===== src/rtl/jtframe_db15_tx_if.sv =====
`default_nettype none
// +----------------------------------------------------------------------+
// | jtframe_db15_tx_if                                                   |
// | DB15 serial joystick link: frame-side poll signals and button inputs |
// | Rev 1.0                                                              |
// +----------------------------------------------------------------------+
interface jtframe_db15_tx_if;
  logic [11:0] joy1;
  logic [11:0] joy2;
  logic        joy_clk;
  logic        joy_load;
  logic        joy_data;
  logic        busy;
  logic        frame_done;
  logic        overrun;

  modport master (
    output joy1, joy2, joy_clk, joy_load,
    input  joy_data, busy, frame_done, overrun
  );

  modport slave (
    input  joy1, joy2, joy_clk, joy_load,
    output joy_data, busy, frame_done, overrun
  );
endinterface
`default_nettype wire


===== src/rtl/jtframe_db15_tx.sv =====
`default_nettype none
// +----------------------------------------------------------------------+
// | jtframe_db15_tx                                                      |
// | 74HC165-style responder for the MiSTer DB15 (SNAC) joystick poll.    |
// | Optional glitch filter: define JTFRAME_DB15_FILTER_EN                |
// | Rev 1.0                                                              |
// +----------------------------------------------------------------------+
module jtframe_db15_tx #(
  parameter int BITS        = 24,
  parameter int SYNC_STAGES = 2,
  parameter int FILT        = 3
) (
  input  logic              clk,
  input  logic              rst_n,
  jtframe_db15_tx_if.slave  bus
);
  localparam int CW = $clog2(BITS);

  localparam logic [1:0] c_IDLE  = 2'd0;
  localparam logic [1:0] c_LOAD  = 2'd1;
  localparam logic [1:0] c_SHIFT = 2'd2;
  localparam logic [1:0] c_DONE  = 2'd3;

  logic [SYNC_STAGES-1:0] r_clk_sync;
  logic [SYNC_STAGES-1:0] r_load_sync;
  logic                   w_clk_s;
  logic                   w_load_s;
  logic                   r_clk_d;
  logic                   r_load_d;
  logic                   w_clk_rise;
  logic                   w_load_rise;
  logic                   w_load_fall;
  logic [BITS-1:0]        w_load_val;

  logic [1:0]             r_state;
  logic [BITS-1:0]        r_sr;
  logic [CW-1:0]          r_cnt;
  logic                   r_overrun;
  logic                   r_frame_done;

  // Synchronizers idle high so a reset never produces a spurious edge.
  always_ff @(posedge clk or negedge rst_n) begin
    if (!rst_n) begin
      r_clk_sync  <= '1;
      r_load_sync <= '1;
    end else begin
      r_clk_sync  <= {r_clk_sync[SYNC_STAGES-2:0], bus.joy_clk};
      r_load_sync <= {r_load_sync[SYNC_STAGES-2:0], bus.joy_load};
    end
  end

`ifdef JTFRAME_DB15_FILTER_EN
  localparam int FW = $clog2(FILT) + 1;

  logic          r_clk_f;
  logic          r_load_f;
  logic [FW-1:0] r_clk_fcnt;
  logic [FW-1:0] r_load_fcnt;

  // A new level is accepted once it has been seen for FILT consecutive cycles.
  always_ff @(posedge clk or negedge rst_n) begin
    if (!rst_n) begin
      r_clk_f     <= 1'b1;
      r_load_f    <= 1'b1;
      r_clk_fcnt  <= '0;
      r_load_fcnt <= '0;
    end else begin
      if (r_clk_sync[SYNC_STAGES-1] == r_clk_f) begin
        r_clk_fcnt <= '0;
      end else if (r_clk_fcnt == FW'(FILT-1)) begin
        r_clk_f    <= r_clk_sync[SYNC_STAGES-1];
        r_clk_fcnt <= '0;
      end else begin
        r_clk_fcnt <= r_clk_fcnt + FW'(1);
      end

      if (r_load_sync[SYNC_STAGES-1] == r_load_f) begin
        r_load_fcnt <= '0;
      end else if (r_load_fcnt == FW'(FILT-1)) begin
        r_load_f    <= r_load_sync[SYNC_STAGES-1];
        r_load_fcnt <= '0;
      end else begin
        r_load_fcnt <= r_load_fcnt + FW'(1);
      end
    end
  end

  assign w_clk_s  = r_clk_f;
  assign w_load_s = r_load_f;
`else
  localparam int c_unused_filt = FILT;

  assign w_clk_s  = r_clk_sync[SYNC_STAGES-1];
  assign w_load_s = r_load_sync[SYNC_STAGES-1];
`endif

  assign w_clk_rise  =  w_clk_s  & ~r_clk_d;
  assign w_load_rise =  w_load_s & ~r_load_d;
  assign w_load_fall = ~w_load_s &  r_load_d;
  // Buttons are active high, the wire is active low.
  assign w_load_val  = ~{bus.joy2, bus.joy1};

  always_ff @(posedge clk or negedge rst_n) begin
    if (!rst_n) begin
      r_clk_d      <= 1'b1;
      r_load_d     <= 1'b1;
      r_state      <= c_IDLE;
      r_sr         <= '1;
      r_cnt        <= '0;
      r_overrun    <= 1'b0;
      r_frame_done <= 1'b0;
    end else begin
      r_clk_d      <= w_clk_s;
      r_load_d     <= w_load_s;
      r_frame_done <= (r_state == c_DONE);
      case (r_state)
        c_IDLE: begin
          if (!w_load_s)       r_state   <= c_LOAD;
          else if (w_clk_rise) r_overrun <= 1'b1;
        end
        c_LOAD: begin
          r_sr      <= w_load_val;
          r_cnt     <= '0;
          r_overrun <= 1'b0;
          if (w_load_rise) r_state <= c_SHIFT;
        end
        c_SHIFT: begin
          // A new load takes priority over a coincident clock edge.
          if (w_load_fall) begin
            r_state <= c_LOAD;
          end else if (w_clk_rise) begin
            r_sr <= {1'b1, r_sr[BITS-1:1]};
            if (r_cnt == CW'(BITS-1)) r_state <= c_DONE;
            else                      r_cnt   <= r_cnt + CW'(1);
          end
        end
        default: begin
          r_state <= c_IDLE;
          if (w_clk_rise && w_load_s) r_overrun <= 1'b1;
        end
      endcase
    end
  end

  assign bus.joy_data   = r_sr[0];
  assign bus.busy       = (r_state == c_SHIFT);
  assign bus.frame_done = r_frame_done;
  assign bus.overrun    = r_overrun;
endmodule
`default_nettype wire


===== src/flat_wrapper.sv =====
// flat-port wrapper written by rule: the top's interface ports become plain ports
module jtframe_db15_tx_flat 
#(
  parameter int BITS        = 24,
  parameter int SYNC_STAGES = 2,
  parameter int FILT        = 3
)
  (clk, rst_n, bus_joy1, bus_joy2, bus_joy_clk, bus_joy_load, bus_joy_data, bus_busy, bus_frame_done, bus_overrun);
  jtframe_db15_tx_if bus_i ();
  input  logic clk;
  input  logic rst_n;
  input wire logic [$bits(bus_i.joy1)-1:0] bus_joy1;
  input wire logic [$bits(bus_i.joy2)-1:0] bus_joy2;
  input wire logic [$bits(bus_i.joy_clk)-1:0] bus_joy_clk;
  input wire logic [$bits(bus_i.joy_load)-1:0] bus_joy_load;
  output wire logic [$bits(bus_i.joy_data)-1:0] bus_joy_data;
  output wire logic [$bits(bus_i.busy)-1:0] bus_busy;
  output wire logic [$bits(bus_i.frame_done)-1:0] bus_frame_done;
  output wire logic [$bits(bus_i.overrun)-1:0] bus_overrun;
  assign bus_i.joy1 = bus_joy1;
  assign bus_i.joy2 = bus_joy2;
  assign bus_i.joy_clk = bus_joy_clk;
  assign bus_i.joy_load = bus_joy_load;
  assign bus_joy_data = bus_i.joy_data;
  assign bus_busy = bus_i.busy;
  assign bus_frame_done = bus_i.frame_done;
  assign bus_overrun = bus_i.overrun;
  jtframe_db15_tx #(.BITS(BITS), .SYNC_STAGES(SYNC_STAGES), .FILT(FILT)) u_core (.clk(clk), .rst_n(rst_n), .bus(bus_i));
endmodule

===== config.mk =====
export PLATFORM = sky130hd
export DESIGN_NAME = jtframe_db15_tx_flat
export DESIGN_NICKNAME = d
export VERILOG_FILES = /design/src/rtl/jtframe_db15_tx_if.sv /design/src/rtl/jtframe_db15_tx.sv /design/src/flat_wrapper.sv
export SDC_FILE = /design/constraint.sdc
export NUM_CORES = 1
export LEC_CHECK = 0
export CORE_MARGIN = 8
export CORE_UTILIZATION = 43
export DETAILED_ROUTE_END_ITERATION = 16
export PLACE_DENSITY = 0.77
export SYNTH_ARGS = -nofsm -noshare
export SYNTH_HDL_FRONTEND = slang
export SYNTH_SLANG_ARGS = --single-unit
export TNS_END_PERCENT = 10

===== constraint.sdc =====
create_clock -name clk -period 2.1 [get_ports clk]
set_input_delay 0.525 -clock clk [delete_from_list [all_inputs] [get_ports clk]]
set_output_delay 0.525 -clock clk [all_outputs]
set_load 0.05 [all_outputs]

==> flow_summary_export.csv <==
group,metric,value,unit
clock_network,cts-root-buf,"clkbuf_8",
routing,drc_errors,0,
die,fp.dieW,84.7,um
die,coreArea,4630,um^2
routing,drt-total-wl,3880,um
critical_path,max_stage_delay,0.45,ns
routing,drt_pass1_iterations,4,
synthesis,ys.warnings.count,0,
timing,rsz0062_at_grt,"false",
placed_design,placed_area,2350,um^2
power_and_ir_drop,vdd_drop_max,0.676,mV
critical_path,crit_family,"buffers and inverters",
routing,detail-route-antenna-nets,0,
grt,grt_pass1_wl,6630,um
cells_and_area,drive_gt1_share,35.1,%
cells_and_area,diodes,0,
placed_design,post-place-ws,0.228,ns
power_and_ir_drop,leakage,1.03,nW
placed_design,dpl.hpwl,2820,um
routing,dr.first_iter.drc_count,81,
grt,grt_max_degree,32,
routing,drt-vias-per-instance,5.16,
synthesis,synthCells,175,
clock_network,cts_tree,"built",
cells_and_area,fin_nets,241,
timing,fin_skew,0.00444,ns
timing,slew_headroom,66.9,%
grt,antenna_found_initial,0,
critical_path,critPathSlowestCell,"dfrtp_1",
routing,vias,1352,
die,initial_utilization,43.8,%
synthesis,synthesis.nets,209,
critical_path,startpoint_type,"flip-flop",
timing,setup_tns,0,ns
critical_path,end_kind,"output port",
clock_network,cts_setup_buffers,0,
clock_network,cts_htree_levels,2,
critical_path,worstPathArrival,1.48,ns
die,die_y,84.7,um
clock_network,cts.sinks,39,
timing,fmax,499,MHz
routing,wl_per_cell,14.8,um
critical_path,worstPathRequired,1.57,ns
synthesis,ys_ff_latch,39,
status,outcome,"finished clean",
cells_and_area,syn_to_final_growth,20.5,%
cells_and_area,finalInstanceArea,2440,um^2
critical_path,crit_buf_inv,3,
synthesis,synth_area_leaders,"dfstp_2, mux2_4, dfrtp_1",
critical_path,worstPathCellList,"inv_1, ha_2, buf_6, buf_12",
cells_and_area,postLayoutCoreUtil,52.8,%
die,ioPinCount,32,
timing,finalCritPeriodShare,95.5,%
die,die_area,7170,um^2
timing,setup_viol,0,
synthesis,synth.avg_cell_area,11.6,um^2
timing,post-route-min-period,2.00,ns
grt,overflow,0,
clock_network,clk_latency,0.29,ns
power_and_ir_drop,power_density,1540,nW/um^2
clock_network,clock_tree.buffer_depth,2,
critical_path,critPathKind,"flip-flop to output port",
grt,grt_use_total,11.6,%
timing,fin_ws,0.0954,ns
critical_path,cp_max_fo,25,
synthesis,synth_top_area_share,38.9,%
synthesis,ys_seq_area_share,50.0,%
placed_design,gp_congestion,0.784,
synthesis,synth_top_cell_by_area,"dfstp_2",
timing,drv_slew,0,
grt,grt_pass1_vias,1375,
placed_design,portBuffers,31,
synthesis,synth_cell_type_count,38,
min_path,hp-class,"input port to async pin",
synthesis,netlist_area,2030,um^2
die,rows,25,
clock_network,clk_pin_slew,0.07,ns
timing,finalHoldViolCount,0,
run,cap_viol_max_count,0,
clock_network,numCtsBuffers,5,
timing,worstMarginPinSlew,0.495,ns
## final timing paths
| check | endpoint | slack, ns | cells past startpoint | from |
|---|---|---|---|---|
| worst max-delay path | bus_busy | 0.1 | 4 | u_core.r_state[0] |
| worst min-delay path | u_core.bus.overrun | 0.13 | 1 | rst_n |
| worst max register to register | u_core.r_sr[0] | 0.24 | 6 | u_core.r_state[0] |
| worst min register to register | u_core.r_clk_sync[1] | 0.36 | 0 | u_core.r_clk_sync[0] |
| max in group asynchronous | u_core.r_clk_d | 1.39 | 2 | rst_n |
| min in group clk | u_core.r_clk_sync[1] | 0.36 | 0 | u_core.r_clk_sync[0] |
## area by class of cell
type / instances / area (um^2)
Clock inverter: 2 / 12.5
Clock buffer: 6 / 72.6
Timing Repair Buffer: 36 / 354
Multi-Input combinational cell: 120 / 902
Fill cell: 415 / 2190
Tap cell: 54 / 67.6
Inverter: 5 / 21.3
Sequential cell: 39 / 1010
## state kept, by name, summed over array words and instances, names as in the netlist
register               cells
u_core.r_sr               24
u_core.r_cnt               5
u_core.r_clk_sync          2
u_core.r_load_sync         2
u_core.r_state             2
u_core.bus.frame_done      1
u_core.bus.overrun         1
u_core.r_clk_d             1
u_core.r_load_d            1
## per-stage QoR
stage | total power (W) | std cells | hold WS [ns]
after global routing | 0.00404 | 262 | 0.144
after CTS | 0.00380 | 262 | 0.138
after global placement | 0.00322 | 254 | 0.347
final | 0.00377 | 262 | 0.134
after floorplan | 0.00309 | 175 | 0.229
after detailed placement | 0.00328 | 254 | 0.347
## cells in the final DEF, fill, tap and decap left out, types with 5 or more instances in the layout
cell	count
clkdlybuf4s50_1	28
clkbuf_8	5
buf_4	5
dfrtp_1	9
mux2_4	19
o21ai_0	23
dfstp_2	30
ha_1	5
nand2_1	29
## Yosys cell counts
cell type / count
a21oi_2: 1
buf_2: 1
o211ai_1: 1
mux2_4: 19
nor2_1: 4
xor2_1: 1
o22ai_1: 4
nand2b_4: 1
nand3_1: 4
buf_12: 2
o2111ai_1: 1
a22oi_1: 1
nand2b_1: 1
or2b_1: 1
mux2_2: 4
a21oi_1: 1
inv_4: 1
a31o_2: 1
nand2_1: 29
ha_1: 6
inv_1: 4
dfstp_2: 30
nor2b_1: 2
buf_6: 2
dfrtp_1: 9
nand4_1: 1
a22o_1: 1
a31oi_1: 4
o311ai_1: 1
o21ai_0: 23
buf_4: 1
a21o_1: 1
clkbuf_1: 5
a32oi_1: 1
xnor2_1: 1
and3_1: 2
nand4b_1: 1
mux2i_1: 2
## report_power, final
group	total, W	leakage (nW)	switching [W]	internal, W
combinational	0.00185	0.558	0.000848	0.000998
clock	0.000499	0.0412	0.000267	0.000232
sequential	0.00143	0.435	0.000188	0.00124
## timing repair
action / 4_1_cts / 5_1_grt
setup endpoints to repair: 0 / 1
hold buffers: 0 / 0
gates resized for setup: 0 / 1
## worst reg2reg max path, stage by stage, from the launching register on
cell and delay [ns]:
dfrtp_1 0.45, inv_1 0.14, ha_2 0.23, inv_4 0.07, a21oi_2 0.10, nand2b_4 0.41, mux2_2 0.40
## metal layers
layer  GRT usage, %  share of wire, %
met2           18.4                48
met5              0                 0
met3           3.80               4.0
met1           14.0                46
met4           4.85               1.5
## cell families (layout without fill, tap and decap cells)
logic type | Yosys count | count (layout) | share of synthesized area (%)
adders and majority gates | 6 | 6 | 3.70
and+or+nand+nor | 46 | 46 | 10.4
buffers and inverters | 16 | 49 | 5.68
AOI/OAI and AO/OA | 41 | 41 | 12.1
DFF | 39 | 39 | 50.0
xor gates and xnor gates | 2 | 2 | 0.864
muxes | 25 | 25 | 17.3
No activity file was read; power rests on OpenSTA's default activity.
